--- src/rtl/bank_pkg.sv ---
// Shared definitions for the 4-bank storage request path.
package bank_pkg;

    localparam int N_BANKS    = 4;
    localparam int BANK_IDX_W = 2;

    typedef enum logic {
        IDLE  = 1'b0,
        OFFER = 1'b1
    } enc_state_t;

endpackage

--- src/rtl/bank_req_enc_prio_pick4.sv ---
// prio_pick4: combinational 4-way picker. Returns the first set bit of
// cand found when searching upward from start (wrapping modulo 4).
module prio_pick4
    import bank_pkg::*;
(
    input  logic [N_BANKS-1:0]    cand,
    input  logic [BANK_IDX_W-1:0] start,
    output logic [BANK_IDX_W-1:0] idx,
    output logic                  any
);

    logic                  found;
    logic [BANK_IDX_W-1:0] pos;

    // Rotating search for the first candidate at or after start
    always_comb begin
        idx   = '0;
        found = 1'b0;
        pos   = '0;
        any   = |cand;
        for (int unsigned k = 0; k < N_BANKS; k++) begin
            pos = start + BANK_IDX_W'(k);
            if (!found && cand[pos]) begin
                idx   = pos;
                found = 1'b1;
            end
        end
    end

endmodule

--- src/rtl/bank_req_enc.sv ---
// bank_req_enc: latches per-bank request pulses and issues them one at a
// time as a 2-bit index with a valid/ready handshake.
// Build option: define ENC_RR_EN for round-robin selection; otherwise the
// lowest pending index always wins.
module bank_req_enc
    import bank_pkg::*;
#(
    parameter int N     = N_BANKS,
    parameter int IDX_W = BANK_IDX_W
) (
    input  logic             clk,
    input  logic             rst_n,
    input  logic [N-1:0]     req,
    output logic [IDX_W-1:0] idx,
    output logic             valid,
    input  logic             ready,
    output logic [N-1:0]     pending
);

    enc_state_t      state, state_n;
    logic [N-1:0]    cand;
    logic [N-1:0]    pending_n;
    logic [IDX_W-1:0] idx_n;
    logic            valid_n;
    logic [IDX_W-1:0] pick_idx;
    logic            pick_any;
    logic            load;
    logic [IDX_W-1:0] ptr;

`ifdef ENC_RR_EN
    logic [IDX_W-1:0] ptr_n;

    // Round-robin pointer: next search starts just past the last winner
    always_ff @(posedge clk or negedge rst_n) begin
        if (!rst_n) begin
            ptr <= '0;
        end else begin
            ptr <= ptr_n;
        end
    end

    // Advance the pointer only when a new index is loaded
    always_comb begin
        ptr_n = ptr;
        if (load) begin
            ptr_n = pick_idx + IDX_W'(1);
        end
    end
`else
    assign ptr = '0;
`endif

    assign cand = pending | req;

    prio_pick4 u_pick (
        .cand  (cand),
        .start (ptr),
        .idx   (pick_idx),
        .any   (pick_any)
    );

    // State, offered index and pending set registers
    always_ff @(posedge clk or negedge rst_n) begin
        if (!rst_n) begin
            state   <= IDLE;
            idx     <= '0;
            valid   <= 1'b0;
            pending <= '0;
        end else begin
            state   <= state_n;
            idx     <= idx_n;
            valid   <= valid_n;
            pending <= pending_n;
        end
    end

    // Next-state logic: load a new index when idle or when the current one
    // is accepted; new requests always merge into the pending set
    always_comb begin
        state_n   = state;
        idx_n     = idx;
        valid_n   = valid;
        pending_n = cand;
        load      = 1'b0;
        case (state)
            IDLE: begin
                if (pick_any) begin
                    load = 1'b1;
                end
            end
            OFFER: begin
                if (ready) begin
                    if (pick_any) begin
                        load = 1'b1;
                    end else begin
                        valid_n = 1'b0;
                        state_n = IDLE;
                    end
                end
            end
            default: begin
                state_n = IDLE;
                valid_n = 1'b0;
            end
        endcase
        if (load) begin
            idx_n               = pick_idx;
            valid_n             = 1'b1;
            pending_n[pick_idx] = 1'b0;
            state_n             = OFFER;
        end
    end

endmodule

--- config.mk ---
export PLATFORM = sky130hd
export DESIGN_NAME = bank_req_enc
export DESIGN_NICKNAME = d
export VERILOG_FILES = /design/src/rtl/bank_pkg.sv /design/src/rtl/bank_req_enc_prio_pick4.sv /design/src/rtl/bank_req_enc.sv
export SDC_FILE = /design/constraint.sdc
export NUM_CORES = 1
export LEC_CHECK = 0
export CAP_MARGIN = 20
export CORE_AREA = 2 2 39 41
export CTS_BUF_LIST = sky130_fd_sc_hd__clkbuf_4 sky130_fd_sc_hd__clkbuf_8 sky130_fd_sc_hd__clkbuf_16
export DETAILED_ROUTE_END_ITERATION = 16
export DIE_AREA = 0 0 41 43
export PLACE_DENSITY = 0.58
export REMOVE_ABC_BUFFERS = 1
export SLEW_MARGIN = 40
export SYNTH_ARGS = -nofsm -noshare
export SYNTH_HDL_FRONTEND = slang
export SYNTH_SLANG_ARGS = --single-unit
--- constraint.sdc ---
create_clock -name clk -period 1.8 [get_ports clk]
set_clock_uncertainty 0.05 [all_clocks]
set_input_delay 0.54 -clock clk [delete_from_list [all_inputs] [get_ports clk]]
set_output_delay 0.54 -clock clk [all_outputs]
set_load 0.02 [all_outputs]
Yosys cells after proc, flatten, opt, wreduce, memory -nomap -nowiden
Cells that the tools add are included.

storage, ports and cells
  bits in registers = 8
  input port bits = 7
  output and inout bits = 7
  word-level logic and storage cells = 41

operators by class
  $lt $le $gt $ge = 2
  eq/ne operators = 1
  mux-type cells = 19
  bitwise operators = 4
  reduce and logical (&&, ||, !) cells = 11

operator list
  operator                                                                      number
  1-bit 2-to-1 mux                                                              14
  4-bit AND                                                                     1
  1-bit logical AND                                                             4
  2-bit 2-to-1 mux                                                              2
  4-bit 2-to-1 mux                                                              1
  4-bit inverter                                                                1
  4-bit OR                                                                      1
  2-bit nonzero test                                                            2
  4-bit OR reduction                                                            1
  1-bit zero test                                                               3
  2-bit by 3-bit less-than comparator with 1-bit output, second input constant  1
  3-bit AND reduction                                                           1
  1-bit demux with 2-bit select                                                 1
  2-bit by 1-bit >= comparator with 1-bit output, second input constant         1
  2-bit by 1-bit != test with 1-bit output, second input constant               1
  1-bit case mux with 2 select lines                                            1
  1-bit inverter                                                                1

Longest topological paths before layout
Gate-level depths: netlist of run 1.

  depth after elaboration = 18
  gate-level depth with buffers = 3
  depth with buffers taken out = 3

Cells and area by module
From an unflattened synthesis of run 1, not the netlist that was laid out.

second synthesis, totals
  cell total of the unflattened synthesis = 43
  area, all modules = 426.7 sq um

modules (own cells, without submodules)
  module        instances  cells an instance  area an instance (sq um)  sequential area each (sq um)
  bank_req_enc  1          28                 349.1                     200.2
  prio_pick4    1          15                 77.6                      0.0

Least setup slack after synthesis of run 1
OpenSTA, ideal clock, no wires.

  kind = input to register
  from = input port req[3]
  to = register valid
  library setup time = 0.124 ns
  arrival = 1.335 ns
  required time = 1.626 ns
  slack = 0.291 ns
  cell stages on the path = 3
  path buffers = 0
  path through = or4_4 > a211oi_1 > nor2_1

between the ends
  longest elaborated chain between the ends = 7
  elaborated cells on any way between the ends = 10
  those cells by class = eq/ne (1); mux (4); bitwise (1); reduce/logical (4)

ends and longest elaborated chain
  element                                                                                                 line                                    source
  start, declared                                                                                         bank_req_enc.sv:13                      input logic [N-1:0] req,
  4-bit OR (*)                                                                                            bank_req_enc.sv:53                      assign cand = pending | req;
  4-bit OR reduction (*)                                                                                  bank_req_enc_prio_pick4.sv:20           any = |cand;
  1-bit 2-to-1 mux                                                                                        bank_req_enc.sv:87, bank_req_enc.sv:93
  1-bit 2-to-1 mux                                                                                        bank_req_enc.sv:92                      if (ready) begin
  1-bit case mux with 2 select lines                                                                      bank_req_enc.sv:85                      case (state)
  2-bit by 1-bit != test with 1-bit output (no source line) / 2-bit nonzero test (equally long branches)  --
  3-bit AND reduction (no source line)                                                                    --
  end signal, assigned                                                                                    bank_req_enc.sv:72                      valid <= valid_n;
  end, declared                                                                                           bank_req_enc.sv:15                      output logic valid,

Mark *: on every way between the ends. The rest lies on a longest branch, timed or not.
A chain may end at the register's enable or synchronous reset.

Worst setup path in the final report of run 1
  from = input port req[0]
  to = register state

between the ends
  longest elaborated chain between the ends = 6
  elaborated cells on any way between the ends = 8
  those cells by class = mux (6); bitwise (1); reduce/logical (1)

ends and longest elaborated chain
  element                                                                        line                                    source
  4-bit OR (*)                                                                   bank_req_enc.sv:53
  4-bit OR reduction (*)                                                         bank_req_enc_prio_pick4.sv:20
  1-bit 2-to-1 mux (*)                                                           bank_req_enc.sv:87, bank_req_enc.sv:93
  1-bit 2-to-1 mux                                                               bank_req_enc.sv:92
  1-bit case mux with 2 select lines / 1-bit 2-to-1 mux (equally long branches)  bank_req_enc.sv:85
  1-bit 2-to-1 mux (*)                                                           bank_req_enc.sv:106                     if (load) begin
  net state_n                                                                    bank_req_enc.sv:20                      enc_state_t state, state_n;
  end signal, assigned                                                           bank_req_enc.sv:70                      state <= state_n;
  end, declared                                                                  bank_req_enc.sv:20

The timed path passes the listed nets; every way through them passes the cells marked *.

==> results of run 1 <==
-- layer usage --
metal  wire (um)  track usage
met3          51       0.0785
met1         335        0.146
met4          12        0.100
met2         315        0.144
met5           0            0
-- registers in the layout, summed over array words and instances, names as in the netlist --
name and count:
pending 4, state 1, valid 1, idx 2
-- worst max-delay path, stage by stage --
cell,delay (ps)
clkdlybuf4s50_1,420
or4_4,570
nor2_1,180
nand3_1,100
-- area by class of cell --
type | instances | area [sq um] | share of cell area
timing repair buffer | 16 | 148 | 0.280
sequential | 8 | 200 | 0.380
tap | 16 | 20.0 | 0.0380
multi-input combinational | 24 | 136 | 0.259
clock buffer | 3 | 22.5 | 0.0428
-- what timing repair did --
action,in CTS,in global routing
cloned,0,0
hold buffers,0,0
gates resized for setup,6,2
setup endpoints to repair,6,2
-- cell families (layout without fill, tap and decap cells) --
family                 Yosys count  in the layout  share of synthesized area
AO/OA/AOI/OAI                    7              7                      0.136
buffers and inverters            0             19                          0
AND/OR/NAND/NOR                 17             17                      0.260
flip-flops                       8              8                      0.604
-- placed cells by master (no fill, tap or decap) --
cell | synthesis | layout
nand3_1 | 1 | 1
dlygate4sd2_1 | 0 | 6
clkbuf_4 | 0 | 3
nor2_1 | 10 | 10
clkdlybuf4s50_1 | 0 | 6
o21ai_1 | 1 | 1
buf_4 | 0 | 3
dlymetal6s2s_1 | 0 | 1
or4_4 | 2 | 2
nand2b_1 | 1 | 1
nor2b_1 | 1 | 1
a211oi_2 | 0 | 1
nor3_1 | 1 | 1
o31ai_1 | 1 | 1
a21oi_1 | 3 | 3
dfrtp_1 | 8 | 8
nand2_1 | 1 | 1
a22o_2 | 1 | 1
-- stage by stage --
step	setup slack (ps)	power, mW
final	69.5	0.400
after global routing	8.91	0.422
after CTS	12.8	0.408
after detailed placement	-183	0.269
after global placement	-193	0.269
after floorplan	291	0.224
-- power by group --
| group | internal [mW] | leakage [nW] | switching [mW] |
|---|---|---|---|
| logic | 0.0331 | 0.121 | 0.0319 |
| registers | 0.189 | 0.0836 | 0.00564 |
| clock network | 0.0765 | 0.0138 | 0.0637 |
-- how the worst max path moves through the flow --
stage | start | end | slack (ps) | depth (start not counted)
after floorplan | req[3] | valid | 290 | 3
after global routing | req[0] | state | 9 | 4
after global placement | req[0] | idx[0] | -190 | 4
after CTS | idx[0] | idx[0] | 10 | 1
after detailed placement | req[3] | valid | -180 | 4
final | req[0] | state | 70 | 4
==> run summary, run 1 <==
Least-Margin Pin Slew: 382 ps
Critical Path End Type: flop
EDFF count, synth: 0
global-route usage over all layers: 0.122
first-pass GRT wire length: 1.28 mm
Synth Area per Inst: 10.4 sq um
CTS Root Cell: clkbuf_4
grt total ovfl: 0
crit path launch type: input port
placed inst area: 504 sq um
vias in the first global route: 302
Syn Inst Count: 32
Inserted Clock Buffers: 3
Seq/Total Area, Yosys: 0.604
Starting DRT DRC Count: 2
Yosys warning count: 0
most common cell in the synthesized netlist: nor2_1
Initial Util: 0.240
layout cells sized above 1: 0.196
routability congestion estimate: 0.720
Hold Crit Class: reg -> reg
post-route cell area: 527 sq um
Buffers on Ports: 13
final wirelength: 714 um
Leakage: 0.218 nW
Die X: 41 um
dominant cell type by area after synthesis: dfrtp_1
CP arrival: 1810 ps
slew margin rel.: 0.744
Antenna diodes: 0
ANT nets after route: 0
Die ar.: 1760 sq um
status: completed
Setup Total Neg Slack: 0 ps
main flop type after synthesis: dfrtp_1
worst-case clock buffer depth: 2
Unique masters post-synth: 13
post-synth top area share: 0.604
initial antenna violation count: 0
Net count, final: 60
DR vias: 306
Clock Sinks: 8
Layout area overhead: 58.9%
number of synthesized register bits: 8
Rows: 14
placed cell count: 64
Via density: 4.57
VDD IR max: 353 uV
top post-synthesis cells by count: 10 x nor2_1, 8 x dfrtp_1, 3 x a21oi_1, 2 x or4_4
routed length per instance: 10.7 um
Die Height: 43 um
FF-to-FF setup slack: 390 ps
filler instances: 152
drt drc: 0
worst endpoint required time: 1880 ps
WHS: 438 ps
setup bufs post-CTS: 0
Power Density: 759 nW/um^2
hold path startpoint: idx[0]
H-tree depth reported by CTS: 1
DP Wirelength: 555 um
Setup CP Type: in -> reg
min cycle time layout: 1730 ps
reg2reg start: pending[0]
worst hold path depth: 1
Reg2Reg Depth: 3
Worst-Skew Late Latency: 260 ps
crit-path max FO: 4
TritonCTS clock tree: done
asr flop ratio synth: 1.00
largest net degree at the start of global routing: 9
period utilization: 0.961
RSZ-0062 raised after global routing: no
synthesized area: 332 sq um
fin. max-slew vios: 0
post-route insts no fill: 67
Pre-antenna DRT Iters: 2
Worst-path clk slew: 50 ps
final setup fails: 0
fmax: 578 MHz
I/O pins: 14
total core area: 1380 sq um
final core utilization: 0.381
worst r2r dst: state
number of max-cap violations: 0
Synth area leaders: dfrtp_1 60%, nor2_1 11%, or4_4 6.8%
hold-critical path endpoint: idx[0]
final hold violation count: 0
(Power assumes the default switching activity.)
==> run 2, diff against run 1 <==
- CTS_BUF_LIST: sky130_fd_sc_hd__clkbuf_4 sky130_fd_sc_hd__clkbuf_8 sky130_fd_sc_hd__clkbuf_16 -> not set
==> results of run 2 <==
No change in the layout: final DEF, timing and power equal those of run 1.
==> variant 1, RTL diff (flow settings as in run 1) <==
The option `ENC_RR_EN` is turned on by a define.
--- a/src/rtl/bank_req_enc.sv
+++ b/src/rtl/bank_req_enc.sv
@@ -2,6 +2,8 @@
 // time as a 2-bit index with a valid/ready handshake.
 // Build option: define ENC_RR_EN for round-robin selection; otherwise the
 // lowest pending index always wins.
+`define ENC_RR_EN
+
 module bank_req_enc
     import bank_pkg::*;
 #(
Behaviour: not the same (a bounded check fails within 4 cycles, from zero or initial values and one cycle with rst_n low).
==> variant 1 against run 1 <==
Via count rose by 39%; global-route usage is 2.8 points higher; non-clock buffer count rose by 4; count of clock-buffer cells in the layout grew 1; area after synthesis is 45% higher; sequential cell count rose by 2; design area increased by 39%; power rose to 2.6 times the old value; worst setup slack improved by 0.023 ns; routed wire length is 45% higher; highest routed layer unchanged.
==> variant 1: results (changes against run 1) <==
[synthesis]
synthTopCellsByArea=dfrtp_1 52%, nor2_1 4.7%, a21oi_2 3.6%  ; was dfrtp_1 60%, nor2_1 11%, or4_4 6.8%
yosys-top-cells-count=10 x dfrtp_1, 6 x nor2_1, 3 x a21oi_1, 3 x nand2_1  ; was 10 x nor2_1, 8 x dfrtp_1, 3 x a21oi_1, 2 x or4_4
ys_types=25  ; was 13
async_flop_share=1.00  ; unchanged
ys_seq_area_frac=0.521  ; was 0.604
syn_avg_cell_area_sq_um=10.2  ; was 10.4 sq um

[finish]
drive_above_1_share=0.324  ; was 0.196
nets=79  ; was 60
filler_cell_count=136  ; was 152
biggestRegsByFlops=pending (4), idx (2), ptr (2)  ; was pending (4), idx (2)

[pwr]
ir_worst_vdd_uv=587  ; was 353 uV
leakage_nw=0.313  ; was 0.218 nW

[hold_path]
hp-start=state  ; was idx[0]
holdPathEnd=valid  ; was idx[0]
hold_class=reg2reg  ; unchanged

[timing]
tightest_slew_ns=0.451  ; was 0.382 ns
max_freq_ghz=0.586  ; was 0.578 GHz
hold_ws_ns=0.401  ; was 0.438 ns

[place]
place_ws_ns=-0.258  ; was -0.183 ns
place_congestion=0.704  ; was 0.720

[grt]
grt_max_degree=11  ; was 9
grt_pass1_vias=400  ; was 302
grt_pass1_wl_microns=1680  ; was 1280 microns
grtUsageTotal=0.150  ; was 0.122

[worst_setup_path]
r2r_cells=5  ; was 3
arrival_ns=1.85  ; was 1.81 ns
crit_path_max_incr_delay_ns=0.54  ; was 0.57 ns
critical-path-top-delay-family=buffers and inverters  ; was simple AND/OR/NAND/NOR gates
critPathSlowestCell=clkdlybuf4s50_1  ; was or4_4
worstReg2RegStart=ptr[1]  ; was pending[0]
ff2ff_setup_slack_ns=0.33  ; was 0.39 ns
timing.rr.end=pending[2]  ; was state

[route]
viasPerCell=4.90  ; was 4.57
wl_per_cell_microns=11.9  ; was 10.7 microns
vias=426  ; was 306
dr.pass1.iters=3  ; was 2

[clock_network]
cts-root-buf=clkbuf_4  ; unchanged
cts_sinks=10  ; was 8
cts.clk_slew.worst_paths_ns=0.07  ; was 0.05 ns

[outcome]
outcome=finished clean  ; unchanged

[variant 1: cell types whose count changed after synthesis, moves of 2 or more]
cell,change
nor2_1,-4
a21oi_2,+2
dfrtp_1,+2
nand2_1,+2
o21ai_0,+2
or4_4,-2
[variant 1: metal layers]
metal  track usage  up-vias  routed length [microns]
met5             0        -                        0
met4         0.120        0                       31
met3        0.0314        4                       37
met2         0.209       12                      500
met1         0.188      190                      468
li1              -      220                        -
[variant 1: power breakdown]
| group | switching, mW | internal (mW) |
|---|---|---|
| registers | 0.0834 | 0.302 |
| clock network | 0.0795 | 0.123 |
| logic | 0.245 | 0.221 |
| total | 0.408 | 0.646 |
[variant 1: metrics by stage]
stage	total power, mW	util	cell area, sq um
after detailed placement	0.883	0.494	683
after global routing	1.13	0.528	731
after CTS	1.05	0.514	711
after global placement	0.885	0.494	683
final	1.05	0.528	731
after floorplan	0.659	-	480
[variant 1: final cells by class]
type                    instances  share of cell area
flip-flops and latches         10               0.342
multi-input cells              36               0.334
clock buffers                   4              0.0497
well taps                      16              0.0274
inverters                       1             0.00514
repair buffers                 20               0.241
[variant 1: repair_timing]
action	CTS	global route
pin swaps	0	1
setup buffers	0	0
resized for setup	7	6
endpoints found under the setup margin	7	9
[variant 1: how the worst max path moves through the flow]
stage | startpoint | to | cells after the start
floorplan | req[2] | ptr[1] | 5
global placement | req[1] | ptr[1] | 6
detailed placement | req[0] | pending[2] | 6
CTS | req[0] | pending[2] | 6
global route | req[2] | ptr[1] | 6
finish | req[1] | ptr[1] | 6
[variant 1: kinds of logic after synthesis]
| logic type | share of synthesized area |
|---|---|
| AND/OR/NAND/NOR | 0.219 |
| AO/OA/AOI/OAI | 0.214 |
| flip-flops | 0.521 |
| XOR/XNOR | 0.0182 |
| multiplexers | 0.0208 |
| buffers and inverters | 0.00781 |
==> variant 2, RTL diff (config.mk and constraints of run 1) <==
Without the edit above. Take the reset off `pending` and load it in a clocked block of its own.
--- a/src/rtl/bank_req_enc.sv
+++ b/src/rtl/bank_req_enc.sv
@@ -65,13 +65,15 @@
             state   <= IDLE;
             idx     <= '0;
             valid   <= 1'b0;
-            pending <= '0;
         end else begin
             state   <= state_n;
             idx     <= idx_n;
             valid   <= valid_n;
-            pending <= pending_n;
         end
+    end
+
+    always_ff @(posedge clk) begin
+        pending <= pending_n;
     end
 
     // Next-state logic: load a new index when idle or when the current one
Function: changed (Yosys sat finds a counterexample within 4 cycles, from zero or initial values and one cycle with rst_n low).
==> variant 2 against run 1 <==
Routed wire length fell by 2.5%; first-iteration DRC count up 50%; sequential cell count did not move; worst setup slack lost 0.0010 ns; via count down 5.2%; sequential power barely moved; power grew 3.5%; non-clock buffer count stayed put; area after synthesis shrank 6.0%; cell count is 1.5% higher; combinational power down 7.2%; worst hold slack better by 0.011 ns; design area fell by 4.0%.
==> variant 2: results (changes against run 1) <==
[hold_path]
hold_class=in2async  ; was reg2reg

[worst_setup_path]
critPathLaunch=req[3]  ; was req[0]
ff2ff_setup_slack_ns=0.49  ; was 0.39 ns
critPathMaxFanout=3  ; was 4
worstReg2RegStart=pending[0]  ; unchanged
crit_end=valid  ; was state
arrival_ns=1.82
critical-path-top-delay-family=simple AND/OR/NAND/NOR gates  ; unchanged
crit_path_max_incr_delay_ns=0.56
r2r_cells=3  ; unchanged

[pwr]
pg_seq_mw=0.194  ; about the same
ir_worst_vdd_uv=329  ; was 353 uV
leakage_nw=0.205  ; was 0.218 nW
p_switching_mw=0.0955  ; was 0.101 mW
clock_net_power_mw=0.160  ; was 0.140 mW

[synthesis]
synth-xor-area-share=0  ; unchanged
ys_types=14  ; was 13
ys_seq_area_frac=0.578  ; was 0.604
synth-compound-area-share=0.145  ; was 0.136
async_flop_share=0.500  ; was 1.00
yosysWarningCount=0  ; unchanged
ys.flop_type=dfxtp_1  ; was dfrtp_1
synth.area.mux_share=0  ; unchanged
synthTopCellsByArea=dfrtp_1 32%, dfxtp_1 26%, nor2_1 12%  ; was dfrtp_1 60%, nor2_1 11%, or4_4 6.8%
yosys-top-cells-count=10 x nor2_1, 4 x dfrtp_1, 4 x dfxtp_1, 3 x a21oi_1, 2 x or4_4  ; was 10 x nor2_1, 8 x dfrtp_1, 3 x a21oi_1, 2 x or4_4

[finish]
drive_above_1_share=0.192  ; was 0.196
diodes=0  ; unchanged
biggestRegsByFlops=pending (4), idx (2)  ; unchanged
nets=60  ; unchanged
filler_cell_count=148  ; was 152

[grt]
met1_usage=0.125  ; was 0.146
grt_pass1_vias=283  ; was 302
grt_pass1_wl_microns=1100  ; was 1280 microns
grt_util_met2=0.125  ; was 0.144
grtUsageTotal=0.100  ; was 0.122
antenna_found_initial=0  ; unchanged
met3_usage=0.0471  ; was 0.0785
grt_max_degree=6  ; was 9

[clock_network]
cts_made_buffers=3  ; unchanged
ctsHtreeMaxLevel=1  ; unchanged
cts.clk_slew.worst_paths_ns=0.06
cts-root-buf=clkbuf_4  ; unchanged
clock_path_buffers=2  ; unchanged

[outcome]
outcome=finished clean  ; unchanged

[timing]
maxSlewViolCount=0  ; unchanged
tightest_slew_ns=0.282  ; was 0.382 ns
period_minus_slack_ns=1.73  ; about the same

[route]
drc_errors=0  ; unchanged
viasPerCell=4.26  ; was 4.57
wl_per_cell_microns=10.2  ; was 10.7 microns
drtIter0Drc=3  ; was 2
dr.pass1.iters=2  ; unchanged

[place]
place_ws_ns=-0.195  ; was -0.183 ns
place_congestion=0.690  ; was 0.720
dpl.hpwl_microns=540  ; was 555 microns

-- variant 2: changes by cell type after synthesis, sizes merged --
cell   delta
dfxtp     +4
dfrtp     -4
-- variant 2: cell families (layout without fill, tap and decap cells) --
| logic type | count (synthesis) | in the layout |
|---|---|---|
| AO/OA/AOI/OAI | 7 | 7 |
| flip-flops | 8 | 8 |
| buffers and inverters | 0 | 20 |
| AND/OR/NAND/NOR | 17 | 17 |
-- variant 2: per-layer routing --
metal  vias to the layer above  wire length (microns)
met3                         0                     65
li1                        153                      -
met5                         -                      0
met2                         9                    295
met4                         0                      0
met1                       128                    336
-- variant 2: how the worst min path moves through the flow --
stage | end | slack (ns)
final | valid | 0.45
after global routing | valid | 0.45
after CTS | valid | 0.44
after detailed placement | idx[0] | 0.44
after global placement | pending[0] | 0.45
after floorplan | idx[0] | 0.19
-- variant 2: timing repair --
item | 4_1_cts | 5_1_grt
endpoints found under the setup margin | 7 | 0
setup buffers | 0 | 0
gates resized for setup | 7 | 0
-- variant 2: cell type report --
cell class | count | share of cell area
repair buffers | 16 | 0.285
multi-input cells | 24 | 0.260
well taps | 16 | 0.0396
flip-flops and latches | 8 | 0.356
clock buffers | 4 | 0.0594
-- variant 2: metrics by stage --
| stage | instances | cell area [sq um] | power, mW | util | TNS [ns] |
|---|---|---|---|---|---|
| 4_1_cts | 68 | 505 | 0.423 | 0.365 | 0 |
| 5_1_grt | 68 | 505 | 0.441 | 0.365 | 0 |
| 6_report | 68 | 505 | 0.414 | 0.365 | 0 |
| 2_1_floorplan | 32 | 312 | 0.223 | - | 0 |
| 3_5_place_dp | 64 | 484 | 0.265 | 0.350 | -0.885 |
| 3_3_place_gp | 64 | 484 | 0.265 | 0.350 | -0.912 |
